==> src/rtl/run_sequencer.sv <==
// Run controller for the 9-bit core: req/done handshake, host preload vs core write arbitration, cycle budget.
// Latency: state outputs (done, timeout, core_rst, host_ready, cycle_cnt) are registered, one cycle after the deciding edge; memory port mux is combinational.
// Backpressure: host beats are accepted only while host_ready=1 (LOAD); host beats outside LOAD and core writes outside RUN are dropped.
//
// Ports:
//   clk, reset        clock and asynchronous active-low reset
//   req / done        start/hold request in, run-finished flag out; timeout qualifies done
//   core_rst          holds the core's PC/registers while not running
//   prog_ctr          core PC, compared against END_PC to detect completion
//   host_*            preload beat port (valid/last/addr/din in, ready out)
//   core_wr_en/addr/din  core store port, forwarded only during RUN
//   mem_wr_en/addr/din   arbitrated data-memory write port
//   cycle_cnt         RUN cycles of the current/last run, saturating

module run_sequencer #(
  parameter int D       = 12,
  parameter int END_PC  = 500,
  parameter int CW      = 16,
  parameter int MAX_CYC = 65535
) (
  input  logic          clk,
  input  logic          reset,
  input  logic          req,
  output logic          done,
  output logic          timeout,
  output logic          core_rst,
  input  logic [D-1:0]  prog_ctr,
  input  logic          host_valid,
  input  logic          host_last,
  input  logic [7:0]    host_addr,
  input  logic [7:0]    host_din,
  output logic          host_ready,
  input  logic          core_wr_en,
  input  logic [7:0]    core_addr,
  input  logic [7:0]    core_din,
  output logic          mem_wr_en,
  output logic [7:0]    mem_addr,
  output logic [7:0]    mem_din,
  output logic [CW-1:0] cycle_cnt
);

  typedef enum logic [1:0] {
    S_IDLE = 2'd0,
    S_LOAD = 2'd1,
    S_RUN  = 2'd2,
    S_DONE = 2'd3
  } state_t;

  localparam logic [D-1:0]  END_PC_V   = D'(END_PC);
  localparam logic [CW-1:0] CYC_MAX_V  = CW'(MAX_CYC);
  localparam logic [CW-1:0] CYC_LAST_V = CW'(MAX_CYC - 1);

  state_t        state_q, state_d;
  logic          done_q, done_d;
  logic          timeout_q, timeout_d;
  logic          core_rst_q, core_rst_d;
  logic          host_ready_q, host_ready_d;
  logic [CW-1:0] cycle_cnt_q, cycle_cnt_d;

  logic host_fire;
  logic at_end_pc;
  logic at_budget;

  // host_ready_q is only ever set while in LOAD, so this is a LOAD-only transfer.
  assign host_fire = host_valid & host_ready_q;
  assign at_end_pc = (prog_ctr == END_PC_V);
  // The count still holds the previous cycle's value, so LAST means this cycle
  // is the final one the budget allows.
  assign at_budget = (cycle_cnt_q == CYC_LAST_V);

  // Next-state and next-output logic; outputs are decided together with the
  // transition so they land in their registers on the same edge.
  always_comb begin
    state_d      = state_q;
    done_d       = done_q;
    timeout_d    = timeout_q;
    core_rst_d   = core_rst_q;
    host_ready_d = host_ready_q;
    cycle_cnt_d  = cycle_cnt_q;

    case (state_q)
      S_IDLE: begin
        done_d       = 1'b0;
        core_rst_d   = 1'b1;
        host_ready_d = 1'b0;
        if (req) begin
          state_d      = S_LOAD;
          cycle_cnt_d  = '0;
          timeout_d    = 1'b0;
          host_ready_d = 1'b1;
        end
      end

      S_LOAD: begin
        // Abort takes priority over a final beat; the beat itself is still
        // written because the memory mux looks only at the current state.
        if (!req) begin
          state_d      = S_IDLE;
          host_ready_d = 1'b0;
        end else if (host_fire && host_last) begin
          state_d      = S_RUN;
          host_ready_d = 1'b0;
          core_rst_d   = 1'b0;
        end
      end

      S_RUN: begin
        if (cycle_cnt_q != CYC_MAX_V) begin
          cycle_cnt_d = cycle_cnt_q + CW'(1);
        end
        // End-of-program beats the budget when both land in one cycle.
        if (at_end_pc) begin
          state_d    = S_DONE;
          timeout_d  = 1'b0;
          done_d     = 1'b1;
          core_rst_d = 1'b1;
        end else if (at_budget) begin
          state_d    = S_DONE;
          timeout_d  = 1'b1;
          done_d     = 1'b1;
          core_rst_d = 1'b1;
        end
      end

      S_DONE: begin
        if (!req) begin
          state_d = S_IDLE;
          done_d  = 1'b0;
        end
      end

      default: begin
        state_d      = S_IDLE;
        done_d       = 1'b0;
        core_rst_d   = 1'b1;
        host_ready_d = 1'b0;
      end
    endcase
  end

  always_ff @(posedge clk or negedge reset) begin
    if (!reset) begin
      state_q      <= S_IDLE;
      done_q       <= 1'b0;
      timeout_q    <= 1'b0;
      core_rst_q   <= 1'b1;
      host_ready_q <= 1'b0;
      cycle_cnt_q  <= '0;
    end else begin
      state_q      <= state_d;
      done_q       <= done_d;
      timeout_q    <= timeout_d;
      core_rst_q   <= core_rst_d;
      host_ready_q <= host_ready_d;
      cycle_cnt_q  <= cycle_cnt_d;
    end
  end

  // Data-memory write port. Outside LOAD the address follows the core so reads
  // can be inspected while idle or done; only RUN lets core writes through.
  always_comb begin
    mem_wr_en = 1'b0;
    mem_addr  = core_addr;
    mem_din   = core_din;
    case (state_q)
      S_LOAD: begin
        mem_wr_en = host_fire;
        mem_addr  = host_addr;
        mem_din   = host_din;
      end
      S_RUN: begin
        mem_wr_en = core_wr_en;
      end
      default: begin
        mem_wr_en = 1'b0;
      end
    endcase
  end

  assign done       = done_q;
  assign timeout    = timeout_q;
  assign core_rst   = core_rst_q;
  assign host_ready = host_ready_q;
  assign cycle_cnt  = cycle_cnt_q;

endmodule

==> config.mk <==
export PLATFORM = sky130hd
export DESIGN_NAME = run_sequencer
export DESIGN_NICKNAME = d
export VERILOG_FILES = /design/src/rtl/run_sequencer.sv
export SDC_FILE = /design/constraint.sdc
export NUM_CORES = 1
export LEC_CHECK = 0
export CORE_MARGIN = 1.5
export CORE_UTILIZATION = 37
export DETAILED_ROUTE_END_ITERATION = 10
export HOLD_SLACK_MARGIN = 0.05
export PLACE_DENSITY = 0.86
export SETUP_SLACK_MARGIN = 0.02
export SLEW_MARGIN = 30
export SYNTH_ARGS = -nofsm -noshare
export SYNTH_HDL_FRONTEND = slang
export SYNTH_SLANG_ARGS = --single-unit
export TNS_END_PERCENT = 10
==> constraint.sdc <==
create_clock -name clk -period 1.7 [get_ports clk]
set_input_delay 0.255 -clock clk [delete_from_list [all_inputs] [get_ports clk]]
set_output_delay 0.255 -clock clk [all_outputs]
set_load 0.02 [all_outputs]
# After elaboration in Yosys (flattened, before gate mapping)
# Cells that the tools add are included.
dict set report word_totals {
  register_bits 22
  output_inout_bits 37
  word_cells 59
}
dict set report op_classes {
  n_addsub 1
  n_eq_ne 13
  muxes 26
  bitwise_logic 1
  reduce_logical 12
}
# cell n
set op_table {}
lappend op_table {{$mux 16} 2}
lappend op_table {{$pmux 16 s2} 1}
lappend op_table {{$add 16x1->16 const B} 1}
lappend op_table {{$eq 16x16->1 const B} 1}
lappend op_table {{$mux 8} 2}
lappend op_table {{$ne 16x16->1 const B} 1}
lappend op_table {{$eq 12x9->1 const B} 1}
lappend op_table {{$mux 2} 6}
lappend op_table {{$ne 2x2->1 const B} 5}
lappend op_table {{$mux 1} 9}
lappend op_table {{$reduce_and 3->1} 3}
lappend op_table {{$pmux 2 s4} 1}
lappend op_table {{$reduce_and 4->1} 2}
lappend op_table {{$ne 3x3->1 const B} 2}
lappend op_table {{$pmux 1 s2} 3}
lappend op_table {{$pmux 1 s3} 2}
lappend op_table {{$reduce_bool 3->1} 2}
lappend op_table {{$eq 2x2->1 const B} 2}
lappend op_table {{$reduce_bool 2->1} 2}
lappend op_table {{$eq 2x1->1 const B} 1}
lappend op_table {{$logic_not 2->1} 1}
lappend op_table {{$reduce_and 2->1} 1}
lappend op_table {{$and 1x1->1} 1}
lappend op_table {{$logic_and 1x1->1} 1}

# Depth between registers and ports, before layout
# Gate-level depths: netlist of run 1.
dict set report logic_depth {
  ltp_word 5
  depth_mapped 8
}

# Worst setup path before layout of run 1
# No wires, ideal clock.
dict set report synth_path {
  kind {reg-to-reg}
  from {register cycle_cnt_q[1] (netlist: cycle_cnt[1])}
  to {register cycle_cnt_q[1] (netlist: cycle_cnt[1])}
  setup_time_ns 0.125
  arrival_time_ns 1.702
  path_slack_ns -0.127
  stages_incl_launch_ff 6
  synth_period_minus_slack_ns 1.827
  path_cell_list {dfrtp_1 -> ha_1 -> nand3_1 -> nor4_4 -> a21oi_2 -> mux2_4}
}
dict set report synth_via {
  elab_chain_cells 3
}
# item line
set synth_rtl {}
lappend synth_rtl {{from (decl)} 58} ;# logic [CW-1:0] cycle_cnt_q, cycle_cnt_d;
lappend synth_rtl {{from (signal assigned)} 155} ;# cycle_cnt_q <= cycle_cnt_d;
lappend synth_rtl {{$add 16x1->16 or $ne 16x16->1 (tied branches)} {109, 108}}
lappend synth_rtl {{$mux 16 or $ne 2x2->1 (tied branches)} -}
lappend synth_rtl {{$pmux 16 s2 or $reduce_and 3->1 (tied branches)} -}
# Several ways; a longest one is shown, not always the timed one. The select of a mux whose other input is x is not followed.
# A chain may end at the register's enable or synchronous reset.

==> results of run 1 <==
[cell usage in the layout, fill, tap and decap left out, types with 2 or more instances in the layout]
| cell type | n |
|---|---|
| clkdlybuf4s50_1 | 64 |
| buf_4 | 45 |
| dfrtp_1 | 18 |
| nand2_1 | 17 |
| mux2_2 | 16 |
| nand3_1 | 13 |
| buf_6 | 11 |
| buf_2 | 10 |
| inv_1 | 7 |
| mux2i_1 | 7 |
| nor2_1 | 6 |
| and3_1 | 6 |
| nor4_4 | 4 |
| nand2b_1 | 4 |
| clkbuf_8 | 4 |
| dlymetal6s2s_1 | 4 |
| nand4_1 | 3 |
| a21oi_2 | 3 |
| a211oi_1 | 3 |
| mux2_4 | 3 |
| nor3_1 | 3 |
| a21oi_1 | 3 |
| nor3_2 | 3 |
| ha_1 | 3 |
| ha_4 | 3 |
| dfrtp_2 | 3 |
| inv_2 | 2 |
| nand3_4 | 2 |
| a21o_1 | 2 |
| a31oi_1 | 2 |
| or4_4 | 2 |
| nand4b_1 | 2 |
| a2bb2oi_1 | 2 |
| a221oi_1 | 2 |
| or4_1 | 2 |
| o21ai_1 | 2 |
| buf_12 | 2 |
[through the flow]
stage | hold WS, ns | util [%] | total power [mW] | cells | setup WS (ns)
3_5_place_dp | 0.548 | 66.9 | 2.43 | 358 | -0.257
3_3_place_gp | 0.540 | 66.9 | 2.39 | 358 | -0.215
6_report | 0.344 | 73.7 | 3.09 | 371 | -0.143
4_1_cts | 0.351 | 69.6 | 2.94 | 365 | -0.0918
5_1_grt | 0.365 | 73.7 | 3.26 | 371 | -0.200
2_1_floorplan | -0.0406 | - | 1.62 | 185 | -0.0334
[how the worst max path moves through the flow]
stage	endpoint	depth (start not counted)	from	slack [ns]
floorplan	cycle_cnt[9]$_DFFE_PN0P_	7	state_q[0]$_DFFE_PN0P_	-0.03
global placement	mem_din[2]	5	flop	-0.22
detailed placement	mem_din[2]	5	flop	-0.26
CTS	cycle_cnt[11]$_DFFE_PN0P_	7	flop	-0.09
global route	mem_addr[4]	5	flop	-0.20
finish	mem_addr[4]	5	flop	-0.14
[final cells by class]
cell class              count  area (µm²)  share of cell area (%)
flip-flops and latches     22         556                    16.9
multi-input cells         145        1300                    39.5
well taps                  52        65.1                    1.97
clock buffers               4        55.1                    1.67
repair buffers            138        1280                    38.8
inverters                  10        40.0                    1.21
[state kept, by name (all words and copies together), names as in the netlist, named ones only]
signal	cells
core_rst	1
cycle_cnt	16
done	1
state_q	1
timeout	1
host_ready	1
[cells in the mapped netlist, drive strengths merged, types with 5 or more instances]
library cell   n
mux2i          8
nor2           6
and3           6
nor3           6
mux2          19
inv           10
a21oi          6
dfrtp         21
buf            5
ha             6
nand3         16
nand2         18
[logic make-up after synthesis]
| family | count (synthesis) |
|---|---|
| mux | 27 |
| simple gates | 78 |
| flops | 22 |
| buf+inv | 18 |
| compound gates | 34 |
| fa+ha+maj | 6 |
[worst max-delay path, cell delays in order (launching register included)]
cell	delay (ns)
dfrtp_1	0.41
inv_2	0.11
ha_4	0.19
buf_16	0.13
mux2_2	0.32
buf_2	0.16
[layer usage]
metal | global-route usage [%] | up-vias | part of all wire, %
li1 | - | 974 | -
met3 | 4.44 | 13 | 6.4
met4 | 8.81 | 0 | 1.8
met2 | 43.5 | 97 | 56
met5 | 0 | - | 0
met1 | 24.8 | 981 | 36
[power by group]
group | leakage [nW] | internal, mW | switching (mW)
logic | 1.13 | 1.13 | 0.952
registers | 0.296 | 0.568 | 0.0451
clock network | 0.0288 | 0.207 | 0.189
[what timing repair did]
item / CTS / global route
cloned: 1 / 0
setup endpoints to repair: 36 / 40
pin swaps: 5 / 4
setup buffers: 2 / 6
resized for setup: 92 / 30
==> qor.yml, run 1 <==
start_util_pct: 39.4
dr_total_vias: 2065
synth_area_um2: 1760
antenna_found_initial: 0
antenna_cells: 0
gp_congestion: 0.866
dieArea_um2: 5180
ys_types: 54
fin_setup_tns_ns: -3.07
synth_top_family_by_area: "simple AND/OR/NAND/NOR gates"
avgViaCountPerCell: 5.57
drv_slew: 0
cts_tree: "yes"
synth-adder-area-share_pct: 4.26
synth_ff_type: "dfrtp_1"
synth_edf_count: 0
clk_pin_slew_ns: 0.09
area_growth_pct: 87.1
ys_seq_area_share_pct: 31.3
leakagePower_nw: 1.46
overflow: 0
hold_violations: 0
wl_per_cell_um: 16.3
relSlewSlack_pct: 64.9
numCtsBuffers: 3
violations: "setup timing"
grt_usage_pct: 22.9
insertion_delay_ns: 0.27
drt_pass1_iterations: 4
cp.arrival_ns: 1.59
fin_worst_skew_ns: 0.00279
synth_compound_area_share_pct: 14.7
r2r_setup_slack_ns: -0.14
drive_gt1_share_pct: 40.4
die_y_um: 72
grt_pass1_wl_um: 9340
synth.area.top_cells: "dfrtp_1 30%, mux2_2 11%, mux2i_1 4.5%, ha_1 4.3%, nand3_1 4.0%"
ctsHoldBuffers: 0
layout.nets: 376
reg2reg_depth: 8
endpoint_kind: "primary output"
die_w_um: 72
run_status: "complete, but fails checks"
drtIter0Drc: 129
rows: 24
drcViolationCount: 0
p_per_area_nw_per_um2: 937
start_kind: "flop"
rsz0062_at_grt: "true"
port_buffers: 86
dp_hpwl_um: 4330
yosysTopAreaCell: "dfrtp_1"
ys_warn_count: 0
clk_root_buffer_cell: "clkbuf_8"
r2r-end: "cycle_cnt[13]$_DFFE_PN0P_"
synthMuxAreaShare_pct: 17.1
coreArea_um2: 4470
cp_max_fo: 8
worst_slack_ns: -0.143
io_pins: 87
fin_crit_sh_pct: 108
worstMarginPinSlew_ns: 0.524
hold_path_class: "in -> async"
cp.required_ns: 1.44
synth_top_area_share_pct: 29.8
synth-xor-area-share_pct: 0
setup_viol: 31
drt_wl_total_um: 6030
synth-async-reset-ratio_pct: 100
synth_simple_gate_area_share_pct: 27.6
stdcell_area_um2: 3300
max_cap_viol_count: 0
synth_area_per_cell_um2: 9.52
ant_nets: 0
period_needed_ns: 1.84
grt_max_degree: 23
dpl_cell_area_um2: 2990
n_fill_cell: 294
crit_type: "reg -> out"
syn-num-nets: 241
fmax_mhz: 543
ctsLongestPathBuffers: 2
clock-sinks: 22
h-tree-depth: 1
ys_seq_elements: 22
grt_pass1_vias: 2161
vdd_ir_drop_max_uv: 822
netlist_instances: 185
Power figures use the tool's default switching activity.
==> run 2: changes to the inputs <==
- CORE_UTILIZATION: 37 -> 44
- PLACE_DENSITY: 0.86 -> 0.95
- clock period: 1.7 -> 2.27 ns (I/O delays scaled with it)
==> run 2 against run 1 <==
Effect of this change: the run now ends clean; final cell count down 12%; cell area down 17%; combinational power shrank 46%; sequential share of layout area grew 3.3 points; die area decreased by 15%.
==> qor.yml, run 2 (same netlist as run 1, synthesis figures left out) <==
hold_violations: 0  # unchanged
grt_pass1_wl_um: 8250  # -12%
power_switching_mw: 0.748  # -37%
dpl_cell_area_um2: 2720  # -9.2%
largest_reg_flops: 16  # unchanged
start_kind: "flop"
dieArea_um2: 4390  # -15%
io_pins: 87  # unchanged
insertion_delay_ns: 0.27  # about the same
grt_usage_pct: 24.4  # +1.5 points
cp_max_fo: 19  # +11
ant_nets: 0  # unchanged
coreArea_um2: 3740  # -16%
avgViaCountPerCell: 5.75  # +3.3%
grt_pass1_vias: 1848  # -14%
endpoint_kind: "primary output"
drtIter0Drc: 131  # +1.6%
period_needed_ns: 2.17
clock-sinks: 22  # unchanged
drt_pass1_iterations: 4  # unchanged
path_cells: "ha_2, buf_12, mux2_2, dlygate4sd2_1"
fin_crit_sh_pct: 95.4
rsz0062_at_grt: "false"
intPower_mw: 1.11  # -42%
drive_gt1_share_pct: 16.6  # -24 points
comb_power_share_pct: 60.7  # -6.6 points
p_per_area_nw_per_um2: 678  # -28%
met2WireLength_um: 2720  # -19%
final_common_cell: "clkdlybuf4s50_1"
top_layer_used: "met4"
stdcell_area_um2: 2750  # -17%
fin_setup_tns_ns: 0  # +3.07 ns
drv_slew: 0  # unchanged
cp_slowest_cell: "dfrtp_1"
crit_type: "reg -> out"
final_util_pct: 73.3  # -0.36 points
wl_per_cell_um: 15.6  # -4.2%
p_seq_share_pct: 25.4  # +5.6 points
relSlewSlack_pct: 63.6  # -1.3 points
fin_worst_skew_ns: 0.00296  # +0.000168 ns
drcViolationCount: 0  # unchanged
numCtsBuffers: 3  # unchanged
antenna_cells: 0  # unchanged
setup_viol: 0  # -100%
gp_congestion: 0.944  # +9.1%
start_util_pct: 47.1  # +7.7 points
die_w_um: 66.3  # -8.0%
layout.nets: 334  # -11%
mostFrequentLayoutCells: "69 x clkdlybuf4s50_1, 21 x dfrtp_1, 18 x nand2_1"
hold_path_class: "in -> async"
cpPeakStageDelay_ns: 0.48  # +0.07 ns
port_buffers: 86  # unchanged
grt_max_degree: 23  # unchanged
h-tree-depth: 1  # unchanged
fmax_mhz: 462
leakagePower_nw: 1.15  # -21%
clk_root_buffer_cell: "clkbuf_8"
max_cap_viol_count: 0  # unchanged
rows: 22  # -8.3%
worstMarginPinSlew_ns: 0.544  # +0.0192 ns
wl_met3_um: 299  # -22%
clock_power_share_pct: 13.9  # +1.1 points
post-cts-setup-buffers: 0  # -2
overflow: 0  # unchanged
dr_total_vias: 1869  # -9.5%
clk_pin_slew_ns: 0.08  # about the same
met1Wirelength_um: 1930  # -11%
p_sw_share_pct: 40.2  # +1.8 points
vdd_ir_drop_max_uv: 551  # -33%
cp.arrival_ns: 1.83  # +0.24 ns
dp_hpwl_um: 4110  # -5.2%
drt_wl_total_um: 5060  # -16%
cp.required_ns: 1.93  # +0.49 ns
antenna_found_initial: 0  # unchanged
ctsLongestPathBuffers: 2  # unchanged
area_growth_pct: 55.8
cts_tree: "yes"
run_status: "completed"
die_y_um: 66.3  # -8.0%
-- run 2: worst paths after layout --
check / slack, ns / end / from / depth (start not counted)
worst max-delay path: 0.10 / mem_din[5] / state_q[0]$_DFFE_PN0P_ / 4
worst min-delay path: 0.41 / cycle_cnt[5]$_DFFE_PN0P_ / reset / 2
worst max register to register: 0.20 / cycle_cnt[11]$_DFFE_PN0P_ / state_q[0]$_DFFE_PN0P_ / 7
worst min register to register: 0.56 / done$_DFFE_PN0P_ / done$_DFFE_PN0P_ / 2
max in group asynchronous: 1.58 / core_rst$_DFFE_PN1P_ / reset / 2
min in group clk: 0.56 / done$_DFFE_PN0P_ / done$_DFFE_PN0P_ / 2
-- run 2: layout make-up --
class                   count  area, µm²
inverters                  10       37.5
fillers                   312        998
flip-flops and latches     22        552
clock buffers               4       45.0
well taps                  48       60.1
multi-input cells         145       1120
repair buffers             96        927
-- run 2: worst max-delay path, delay by kind of cell, from the launching register on --
kind | cells | cell delay, ns
flip-flops | 1 | 0.48
buffers and inverters | 2 | 0.48
multiplexers | 1 | 0.34
adder cells (fa/ha/maj) | 1 | 0.26
-- run 2: per-layer routing --
metal / vias up / global-route usage [%]
met5: - / 0
met4: 0 / 9.18
met1: 883 / 26.6
met2: 84 / 46.0
met3: 11 / 4.60
li1: 891 / -
-- run 2: power groups by stage --
stage               combinational [mW]  sequential (mW)  clock [mW]
floorplan                        0.707            0.484           0
global placement                  1.18            0.475           0
detailed placement                1.21            0.476           0
CTS                               1.13            0.469       0.266
global route                      1.21            0.478       0.277
finish                            1.13            0.472       0.258
-- run 2: metrics by stage --
| stage | worst slack [ns] | cells | hold slack, ns | power [mW] |
|---|---|---|---|---|
| 3_5_place_dp | 0.140 | 321 | 0.547 | 1.68 |
| 3_3_place_gp | 0.181 | 321 | 0.536 | 1.65 |
| 4_1_cts | 0.0553 | 325 | 0.429 | 1.87 |
| 2_1_floorplan | 0.420 | 185 | 0.0449 | 1.19 |
| 5_1_grt | 0.0234 | 325 | 0.452 | 1.97 |
| 6_report | 0.104 | 325 | 0.414 | 1.86 |
-- run 2: repair_timing --
item,CTS,global route
gates resized for setup,17,2
endpoints found under the setup margin,17,16
hold buffers,0,0
==> edit, RTL diff (config.mk and constraints of run 1) <==
Reset style: synchronous (`reset`), changed in one clocked block. Comments in the files are not updated.
--- a/src/rtl/run_sequencer.sv
+++ b/src/rtl/run_sequencer.sv
@@ -140,3 +140,3 @@
 
-  always_ff @(posedge clk or negedge reset) begin
+  always_ff @(posedge clk) begin
     if (!reset) begin
Check against the original RTL: differs if reset is asserted again (counterexample within 4 cycles, from zero or initial values and one cycle with reset low); with reset held inactive, the same outputs for 10 cycles.
==> edit against run 1 <==
- the flow still finishes with violations (setup timing)
- final area shrank 7.0%
- worst setup slack gained 0.061 ns
- count of clock-buffer cells in the layout is the same
- utilization grew 1.9 points
- maximum frequency grew 3.4%
- sequential share of layout area shrank 2.3 points
- sequential cell count is the same
- global-route usage grew 0.80 points
- synthesized area shrank 9.8%
- routed wire length shrank 1.3%
- critical endpoint is now cycle_cnt[6]
Power is not compared: it rests on default switching activity, and its combinational part moved more than twofold at a synthesized area within 25%.
==> edit: results <==
group,metric,value,unit
timing,setup_viol,22,
status,status,"finished, violations left",
worst_hold_path,holdPathStages,2,
worst_hold_path,hp-start,"done",
grt,grt_pass1_wl,8420,um
clock_network,cts-htree-levels,1,
critical_path,reg2reg_depth,7,
synth,synth_common_cells,"dfxtp_1, a21oi_1, mux2_2",
place,dp.cells,340,
synth,synth_nets,228,
status,violations,"setup timing",
worst_hold_path,worstHoldPathType,"reg -> reg",
cells_and_area,final_cells,352,
place,placed_cell_area,0.00277,mm2
place,io_buffers,86,
place,globalplace.congestion,0.873,
critical_path,slowest_stage,"or4_1",
timing,worst_slew_pin_slew,0.297,ns
clock_network,cts_buffers,3,
route,routedWlPerCell,16.9,um
power,p_comb_frac,0.401,
place,post-dp-hpwl,3920,um
critical_path,crit_path_max_incr_delay,0.52,ns
power,p_leak,1.26,nW
route,via_per_inst,5.64,
synth,synthArstFlopShare,0,
grt,gr-usage-all-layers,0.237,
synth,yosysUniqueCellTypes,49,
critical_path,rr_endpoint,"cycle_cnt[6]",
synth,seq_area_frac_synth,0.277,
timing,setup_ws,-0.0822,ns
timing,holdWs,0.475,ns
timing,skew,0.00153,ns
clock_network,clock_latency,0.27,ns
place,dp_worst_setup_slack,-0.169,ns
synth,netlist_top_cells_area,"dfxtp_1, mux2_2, nand4_4",
grt,grt_pass1_vias,1830,
cells_and_area,drive_gt1_frac,0.404,
critical_path,arrival,1.99,ns
power,pwr-share-seq,0.344,
grt,grt_max_degree,15,
route,drt_iter0_drc,90,
critical_path,cp_top_family,"simple AND/OR/NAND/NOR gates",
timing,fin_tns_setup,-0.840,ns
synth,synthCells,172,
grt,antenna_found_initial,0,
synth,ys.flop_type,"dfxtp_1",
cells_and_area,nNetsFinal,359,
critical_path,path_max_fanout,6,
[edit: cell types whose count changed in the layout (fill, tap and decap cells not counted), moves of 7 or more]
cell,run 1,this run
a21oi_1,3,14
nand2_1,17,5
dfxtp_1,0,19
buf_4,45,35
dfrtp_1,18,0
mux2_2,16,9
[edit: worst max path at each step]
| stage | endpoint | from | slack, ns |
|---|---|---|---|
| after floorplan | cycle_cnt[14] | state_q[0] | 0.02 |
| after global placement | register | prog_ctr[10] | -0.14 |
| after detailed placement | register | prog_ctr[1] | -0.17 |
| after CTS | cycle_cnt[13] | register | -0.05 |
| after global routing | cycle_cnt[6] | register | -0.15 |
| final | cycle_cnt[6] | register | -0.08 |
[edit: timing repair]
action                                  in CTS  in global routing
gates resized for setup                     99                 43
endpoints found under the setup margin      35                 41
gates cloned                                 1                  1
buffers inserted                             3                  4
pin swaps                                    8                 12
hold buffers                                 0                  0
[edit: kinds of logic (layout without fill, tap and decap cells)]
logic type               Yosys count  count (layout)  synth area share
AND/OR/NAND/NOR                   65              65             0.313
AO/OA/AOI/OAI                     46              46             0.185
flip-flops                        22              22             0.277
multiplexers                      20              20             0.142
buffers and inverters             13             143            0.0354
adder cells (fa/ha/maj)            6               6            0.0472
[edit: layout make-up]
| class | count | area, um2 |
|---|---|---|
| clock buffers | 4 | 55.1 |
| fillers | 255 | 992 |
| inverters | 9 | 36.3 |
| multi-input cells | 137 | 1270 |
| flip-flops and latches | 22 | 447 |
| well taps | 50 | 62.6 |
| repair buffers | 130 | 1190 |
[edit: metal layers]
layer  vias to the layer above  wire length (um)  track usage
met5                         -                 0            0
met1                       953              2470        0.303
met3                         9               371       0.0536
met4                         0                68       0.0600
met2                        83              3040        0.400
li1                        941                 -            -
